File: src/rtl/ysyx_22041211_ifu_fsm_if.sv
`timescale 1ns/1ps
// ysyx_22041211_ifu_fsm_if
//   Bundles every handshake and bus signal of the multi-cycle fetch unit.
//   The signal names are written from the IFU's point of view.
//   master modport: the IFU.
//   slave modport:  the environment (memory, decoder and commit stage).
//
//   Memory read channel:
//     arvalid_o / araddr_o / arready_i    fetch request
//     rvalid_i / rdata_i / rresp_i / rready_o    fetch response
//   Decode channel:
//     inst_valid_o / inst_o / inst_pc_o / inst_ready_i
//   Commit channel:
//     commit_valid_i / next_pc_i
//   Status:
//     pc_o          architectural PC
//     fetch_err_o   sticky fault flag
interface ysyx_22041211_ifu_fsm_if #(
    parameter int unsigned ADDR_LEN = 32,
    parameter int unsigned DATA_LEN = 32
);
    logic                arvalid_o;
    logic [ADDR_LEN-1:0] araddr_o;
    logic                arready_i;
    logic                rvalid_i;
    logic [DATA_LEN-1:0] rdata_i;
    logic [1:0]          rresp_i;
    logic                rready_o;

    logic                inst_valid_o;
    logic [DATA_LEN-1:0] inst_o;
    logic [ADDR_LEN-1:0] inst_pc_o;
    logic                inst_ready_i;

    logic                commit_valid_i;
    logic [ADDR_LEN-1:0] next_pc_i;

    logic [ADDR_LEN-1:0] pc_o;
    logic                fetch_err_o;

    modport master (
        output arvalid_o, araddr_o, rready_o,
        output inst_valid_o, inst_o, inst_pc_o,
        output pc_o, fetch_err_o,
        input  arready_i, rvalid_i, rdata_i, rresp_i,
        input  inst_ready_i, commit_valid_i, next_pc_i
    );

    modport slave (
        input  arvalid_o, araddr_o, rready_o,
        input  inst_valid_o, inst_o, inst_pc_o,
        input  pc_o, fetch_err_o,
        output arready_i, rvalid_i, rdata_i, rresp_i,
        output inst_ready_i, commit_valid_i, next_pc_i
    );
endinterface

File: src/rtl/ysyx_22041211_ifu_fsm.sv
`timescale 1ns/1ps
// ysyx_22041211_ifu_fsm
//   A multi-cycle instruction fetch unit that sits just before the decoder.
//   It keeps exactly one instruction in flight:
//     1. Request the word at pc_o over the read channel.
//     2. Latch the response.
//     3. Hand {inst_pc_o, inst_o} to decode over a valid/ready pair.
//     4. Wait for commit to return the next PC.
//   Any misaligned PC or error response stops the unit in S_ERR until reset.
//
//   Ports:
//     clk   system clock
//     rst   asynchronous reset, active-low
//     bus   ysyx_22041211_ifu_fsm_if.master
//           (read channel, decode channel, commit channel, pc_o, fetch_err_o)
//
//   Optional build macro: YSYX_22041211_IFU_TIMEOUT_EN
//     When defined, a fetch that waits TIMEOUT_CYC cycles in S_REQ/S_RESP
//     without a handshake faults into S_ERR.
//     When undefined, the unit waits for memory indefinitely.
module ysyx_22041211_ifu_fsm #(
    parameter int unsigned         ADDR_LEN    = 32,
    parameter int unsigned         DATA_LEN    = 32,
    parameter logic [ADDR_LEN-1:0] RESET_PC    = 32'h8000_0000,
    parameter int unsigned         TIMEOUT_CYC = 1024
) (
    input  logic                    clk,
    input  logic                    rst,
    ysyx_22041211_ifu_fsm_if.master bus
);

    typedef enum logic [2:0] {
        S_IDLE,
        S_REQ,
        S_RESP,
        S_OUT,
        S_WAIT,
        S_ERR
    } state_t;

    state_t              state;
    state_t              state_nxt;
    logic [ADDR_LEN-1:0] pc;
    logic [DATA_LEN-1:0] inst;
    logic [ADDR_LEN-1:0] inst_pc;
    logic                pc_we;
    logic                inst_we;
    logic                timeout_hit;

    // Outputs come straight from the state register and the data registers.
    // This keeps every input-to-output path broken by a flop.
    assign bus.arvalid_o    = (state == S_REQ);
    assign bus.araddr_o     = pc;
    assign bus.rready_o     = (state == S_RESP);
    assign bus.inst_valid_o = (state == S_OUT);
    assign bus.inst_o       = inst;
    assign bus.inst_pc_o    = inst_pc;
    assign bus.pc_o         = pc;
    assign bus.fetch_err_o  = (state == S_ERR);

`ifdef YSYX_22041211_IFU_TIMEOUT_EN
    localparam logic [31:0] TIMEOUT_LAST = 32'(TIMEOUT_CYC - 1);

    logic [31:0] wait_cnt;
    logic        fetch_hs;

    // A handshake in the same cycle the count expires takes priority over the timeout.
    assign fetch_hs    = ((state == S_REQ) && bus.arready_i) ||
                         ((state == S_RESP) && bus.rvalid_i);
    assign timeout_hit = ((state == S_REQ) || (state == S_RESP)) &&
                         !fetch_hs && (wait_cnt == TIMEOUT_LAST);

    // The count is 0 in the first S_REQ cycle of each fetch.
    // It keeps running through S_RESP, so the budget covers the whole round trip.
    always_ff @(posedge clk or negedge rst) begin
        if (!rst) begin
            wait_cnt <= '0;
        end else if ((state_nxt == S_REQ) && (state != S_REQ)) begin
            wait_cnt <= '0;
        end else if ((state == S_REQ) || (state == S_RESP)) begin
            wait_cnt <= wait_cnt + 32'd1;
        end
    end
`else
    localparam int unsigned unused_timeout_cyc = TIMEOUT_CYC;

    assign timeout_hit = 1'b0;
`endif

    always_ff @(posedge clk or negedge rst) begin
        if (!rst) begin
            state   <= S_IDLE;
            pc      <= RESET_PC;
            inst    <= '0;
            inst_pc <= '0;
        end else begin
            state <= state_nxt;
            if (pc_we) begin
                pc <= bus.next_pc_i;
            end
            if (inst_we) begin
                inst    <= bus.rdata_i;
                inst_pc <= pc;
            end
        end
    end

    // Commit is honoured only in S_WAIT.
    // A commit pulse in any other state, including the S_OUT handshake cycle, is dropped.
    always_comb begin
        state_nxt = state;
        pc_we     = 1'b0;
        inst_we   = 1'b0;
        unique case (state)
            S_IDLE: begin
                state_nxt = (pc[1:0] == 2'b00) ? S_REQ : S_ERR;
            end
            S_REQ: begin
                if (bus.arready_i) begin
                    state_nxt = S_RESP;
                end
            end
            S_RESP: begin
                if (bus.rvalid_i) begin
                    if (bus.rresp_i == 2'b00) begin
                        inst_we   = 1'b1;
                        state_nxt = S_OUT;
                    end else begin
                        state_nxt = S_ERR;
                    end
                end
            end
            S_OUT: begin
                if (bus.inst_ready_i) begin
                    state_nxt = S_WAIT;
                end
            end
            S_WAIT: begin
                if (bus.commit_valid_i) begin
                    pc_we     = 1'b1;
                    state_nxt = (bus.next_pc_i[1:0] == 2'b00) ? S_REQ : S_ERR;
                end
            end
            S_ERR: begin
                state_nxt = S_ERR;
            end
            default: begin
                state_nxt = S_ERR;
            end
        endcase
        if (timeout_hit) begin
            state_nxt = S_ERR;
        end
    end

endmodule

File: src/flat_wrapper.sv
// flat-port wrapper written by rule: the top's interface ports become plain ports
module ysyx_22041211_ifu_fsm_flat 
#(
    parameter int unsigned         ADDR_LEN    = 32,
    parameter int unsigned         DATA_LEN    = 32,
    parameter logic [ADDR_LEN-1:0] RESET_PC    = 32'h8000_0000,
    parameter int unsigned         TIMEOUT_CYC = 1024
)
  (clk, rst, bus_arvalid_o, bus_araddr_o, bus_rready_o, bus_inst_valid_o, bus_inst_o, bus_inst_pc_o, bus_pc_o, bus_fetch_err_o, bus_arready_i, bus_rvalid_i, bus_rdata_i, bus_rresp_i, bus_inst_ready_i, bus_commit_valid_i, bus_next_pc_i);
  ysyx_22041211_ifu_fsm_if #(.ADDR_LEN(ADDR_LEN), .DATA_LEN(DATA_LEN)) bus_i ();
  input  logic clk;
  input  logic rst;
  output wire logic [$bits(bus_i.arvalid_o)-1:0] bus_arvalid_o;
  output wire logic [$bits(bus_i.araddr_o)-1:0] bus_araddr_o;
  output wire logic [$bits(bus_i.rready_o)-1:0] bus_rready_o;
  output wire logic [$bits(bus_i.inst_valid_o)-1:0] bus_inst_valid_o;
  output wire logic [$bits(bus_i.inst_o)-1:0] bus_inst_o;
  output wire logic [$bits(bus_i.inst_pc_o)-1:0] bus_inst_pc_o;
  output wire logic [$bits(bus_i.pc_o)-1:0] bus_pc_o;
  output wire logic [$bits(bus_i.fetch_err_o)-1:0] bus_fetch_err_o;
  input wire logic [$bits(bus_i.arready_i)-1:0] bus_arready_i;
  input wire logic [$bits(bus_i.rvalid_i)-1:0] bus_rvalid_i;
  input wire logic [$bits(bus_i.rdata_i)-1:0] bus_rdata_i;
  input wire logic [$bits(bus_i.rresp_i)-1:0] bus_rresp_i;
  input wire logic [$bits(bus_i.inst_ready_i)-1:0] bus_inst_ready_i;
  input wire logic [$bits(bus_i.commit_valid_i)-1:0] bus_commit_valid_i;
  input wire logic [$bits(bus_i.next_pc_i)-1:0] bus_next_pc_i;
  assign bus_arvalid_o = bus_i.arvalid_o;
  assign bus_araddr_o = bus_i.araddr_o;
  assign bus_rready_o = bus_i.rready_o;
  assign bus_inst_valid_o = bus_i.inst_valid_o;
  assign bus_inst_o = bus_i.inst_o;
  assign bus_inst_pc_o = bus_i.inst_pc_o;
  assign bus_pc_o = bus_i.pc_o;
  assign bus_fetch_err_o = bus_i.fetch_err_o;
  assign bus_i.arready_i = bus_arready_i;
  assign bus_i.rvalid_i = bus_rvalid_i;
  assign bus_i.rdata_i = bus_rdata_i;
  assign bus_i.rresp_i = bus_rresp_i;
  assign bus_i.inst_ready_i = bus_inst_ready_i;
  assign bus_i.commit_valid_i = bus_commit_valid_i;
  assign bus_i.next_pc_i = bus_next_pc_i;
  ysyx_22041211_ifu_fsm #(.ADDR_LEN(ADDR_LEN), .DATA_LEN(DATA_LEN), .RESET_PC(RESET_PC), .TIMEOUT_CYC(TIMEOUT_CYC)) u_core (.clk(clk), .rst(rst), .bus(bus_i));
endmodule
File: config.mk
export PLATFORM = sky130hd
export DESIGN_NAME = ysyx_22041211_ifu_fsm_flat
export DESIGN_NICKNAME = d
export VERILOG_FILES = /design/src/rtl/ysyx_22041211_ifu_fsm_if.sv /design/src/rtl/ysyx_22041211_ifu_fsm.sv /design/src/flat_wrapper.sv
export SDC_FILE = /design/constraint.sdc
export NUM_CORES = 1
export LEC_CHECK = 0
export CAP_MARGIN = 10
export CORE_MARGIN = 8
export CORE_UTILIZATION = 45
export DETAILED_ROUTE_END_ITERATION = 8
export PLACE_DENSITY = 0.87
export REMOVE_ABC_BUFFERS = 1
export SETUP_SLACK_MARGIN = 0.1
export SLEW_MARGIN = 10
export SYNTH_ARGS = -nofsm -noshare
export SYNTH_HDL_FRONTEND = slang
export SYNTH_SLANG_ARGS = --single-unit
File: constraint.sdc
create_clock -name clk -period 4 [get_ports clk]
set_input_delay 0.8 -clock clk [delete_from_list [all_inputs] [get_ports clk]]
set_output_delay 0.8 -clock clk [all_outputs]
set_load 0.05 [all_outputs]
==> flow_summary_export.csv <==
group,metric,value,unit
timing,setup_viol,0,
worst_setup_path,worstPathRequired,3.20,ns
synthesis,ys.flop_type,"dfrtp_1",
synthesis,yosysTopAreaCellShare,0.562,
drt,viasPerCell,4.82,
pwr,pwr-share-comb,0.543,
clock_network,hold_buffers,0,
worst_setup_path,cp_max_fo,7,
timing,rsz0062_at_grt,"false",
pwr,cellPowerDensity,713,mW/mm^2
run,cap_violations,0,
floorplanning,die_x,115,microns
synthesis,synth_area_leaders,"dfrtp_1 56%, mux2_4 21%, mux2_2 9.3%, buf_4 5.5%, buf_12 2.8%",
synthesis,syn_inst,265,
clock_network,cts_buffers,9,
drt,wl_per_cell,19.0,microns
clock_network,cts_buffer_depth,2,
clock_network,cts_tree,"yes",
pwr,seqPwrFrac,0.313,
timing,slew_headroom,0.225,
grt,grt_pass1_wl,17000,microns
worst_setup_path,r2r-end,"u_core.bus.inst_o[13]",
worst_hold_path,holdCritPathClass,"flip-flop to flip-flop",
clock_network,clock-root-buffer,"clkbuf_8",
layout,final_util,0.668,
timing,worst_slew_pin_slew,1.16,ns
clock_network,cts.htree.levels,3,
grt,first_global_vias,3160,
clock_network,clk_latency,0.35,ns
timing,min_period,2.96,ns
clock_network,cts.sinks,99,
pwr,leakagePower,2.98,nW
worst_setup_path,crit_arrival,2.16,ns
synthesis,ys_warn_count,0,
outcome,status,"finished clean",
drt,drt-total-wl,10900,microns
synthesis,synth_cell_types,25,
clock_network,cts_setup_buffers,0,
synthesis,synth-async-reset-ratio,1.00,
pwr,power.share.clock,0.144,
synthesis,synthesis.area,0.00437,sq mm
worst_setup_path,cp_cell_sequence,"inv_1 -> nor3_1 -> clkdlybuf4s50_1",
grt,grt_max_degree,85,
layout,final_nets,510,
timing,finalSetupTns,0,ns
layout,area_delta_synth_final,46.7,%
drt,dr.pass1.iters,4,
floorplanning,die_h,115,microns
worst_setup_path,slowest_stage,"clkdlybuf4s50_1",
grt,grt_usage,0.165,
synthesis,syn_area_per_cell,16.5,sq um
worst_setup_path,cp-endpoint,"bus_arvalid_o",
worst_setup_path,crit_path_end_kind,"output pin",
synthesis,ys_ff_latch,99,
clock_network,cts_resized,0,
worst_setup_path,path_class,"flip-flop to output pin",
layout,diodes,0,
timing,hold_viol,0,
drt,antenna_left,0,
worst_setup_path,startpoint_type,"flip-flop",
synthesis,synth-edff-count,0,
worst_setup_path,slowest_delay,0.84,ns
place,dp_hpwl,8200,microns
place,finalWeightedCongestion,0.789,
drt,vias,2777,
worst_setup_path,reg2reg_from,"u_core.state[1]",
floorplanning,fp.coreArea,0.00959,sq mm
floorplanning,placementRows,36,
timing,period_share,0.740,
timing,fin_worst_skew,0.0172,ns
worst_setup_path,crit_path_start,"u_core.state[0]",
place,placed_cells,560,
pwr,p_sw_frac,0.479,
drt,drc,0,
floorplanning,die-area,0.0131,sq mm
grt,grt.overflow.total,0,
timing,fmax,338,MHz
worst_setup_path,reg2regPathDepth,4,
pwr,vdd_drop_max,0.000501,V
drt,drtIter0Drc,140,
pwr,intPower,2.38,mW
floorplanning,start_util,0.455,
place,port_buffers,203,
clock_network,clk_transition_reported_paths,0.11,ns
grt,antenna_found_initial,0,
synthesis,synth_area_leader_cell,"dfrtp_1",
layout,drive_gt1_frac,0.278,
pwr,switchingPower,2.19,mW
layout,finalNonFillerCells,576,
floorplanning,pin_count,204,
synthesis,ys_seq_area_frac,0.568,
worst_setup_path,r2r_slack,1.67,ns
timing,final_max_slew_viol_count,0,
## critical path, delay by kind of cell, from the launching register on
family / cells / cell delay (ns)
buf+inv: 2 / 1.02
flops: 1 / 0.54
simple gates: 1 / 0.25
## sequential cells by signal, summed over array words and instances (netlist names)
name	flops
u_core.bus.araddr_o	32
u_core.bus.inst_o	32
u_core.bus.inst_pc_o	32
u_core.state	3
## Yosys cell counts (2+ instances only)
cell      instances
dfrtp_1          98
mux2_4           60
mux2_2           36
buf_4            32
buf_12            6
buf_2             4
a211oi_1          3
nor2_1            3
a21oi_1           2
buf_6             2
inv_1             2
mux2i_1           2
nor3_1            2
or2_2             2
## final cells by class
cell class	count	area, sq um
Inverter	2	7.51
Tap cell	133	166
Clock inverter	7	82.6
Timing Repair Buffer	206	2060
Sequential cell	99	2480
Clock buffer	9	124
Multi-Input combinational cell	120	1480
Fill cell	698	3190
## power groups by stage
stage               sequential, mW  clock (mW)  combinational [mW]
floorplan                     2.63           0               0.359
global placement              1.43           0                2.48
detailed placement            1.45           0                2.50
CTS                           1.44       0.682                2.51
global route                  1.47       0.724                2.56
finish                        1.43       0.658                2.48
## routing by layer
layer | GRT usage | wire, microns
met1 | 0.178 | 4230
met2 | 0.285 | 5420
met3 | 0.0712 | 1170
met4 | 0.0541 | 105
met5 | 0 | 0
## cell usage in the layout, fill, tap and decap left out, types with 2 or more instances in the layout
master,netlist,layout
mux2_4,60,60
or2_2,2,2
a21oi_1,2,2
a211oi_1,3,3
mux2_2,36,36
dfrtp_1,98,98
buf_4,32,3
inv_1,2,2
nor2_1,3,3
mux2i_1,2,2
clkbuf_8,0,9
nor3_1,2,2
clkinvlp_4,0,2
clkdlybuf4s50_1,0,202
inv_6,0,2
## cell families (layout without fill, tap and decap cells)
group | Yosys count | in the layout | synth area share
muxes | 98 | 98 | 0.304
buffers and inverters | 46 | 224 | 0.0940
DFF | 99 | 99 | 0.568
and+or+nand+nor | 14 | 14 | 0.0226
AOI/OAI and AO/OA | 8 | 8 | 0.0120
## through the flow
step           power [mW]  setup WS (ns)  hold WS, ns  instance area [sq um]
2_1_floorplan        2.99           1.32        0.504                   3960
5_1_grt              4.76          0.915        0.535                   6410
3_3_place_gp         3.91          0.992        0.490                   6200
6_report             4.57           1.04        0.511                   6410
4_1_cts              4.62           1.02        0.517                   6410
3_5_place_dp         3.95          0.920        0.494                   6200
## worst min path at each step
| stage | to | depth (start not counted) | slack (ns) | from |
|---|---|---|---|---|
| floorplan | u_core.bus.araddr_o[0] | 0 | 0.50 | rst |
| global placement | u_core.bus.inst_pc_o[3] | 1 | 0.49 | u_core.bus.inst_pc_o[3] |
| detailed placement | u_core.bus.inst_pc_o[0] | 1 | 0.49 | u_core.bus.inst_pc_o[0] |
| CTS | u_core.bus.inst_pc_o[0] | 1 | 0.52 | u_core.bus.inst_pc_o[0] |
| global route | u_core.bus.inst_pc_o[23] | 1 | 0.53 | u_core.bus.inst_pc_o[23] |
| finish | u_core.bus.inst_pc_o[0] | 1 | 0.51 | u_core.bus.inst_pc_o[0] |
No activity file was read; power rests on OpenSTA's default activity.
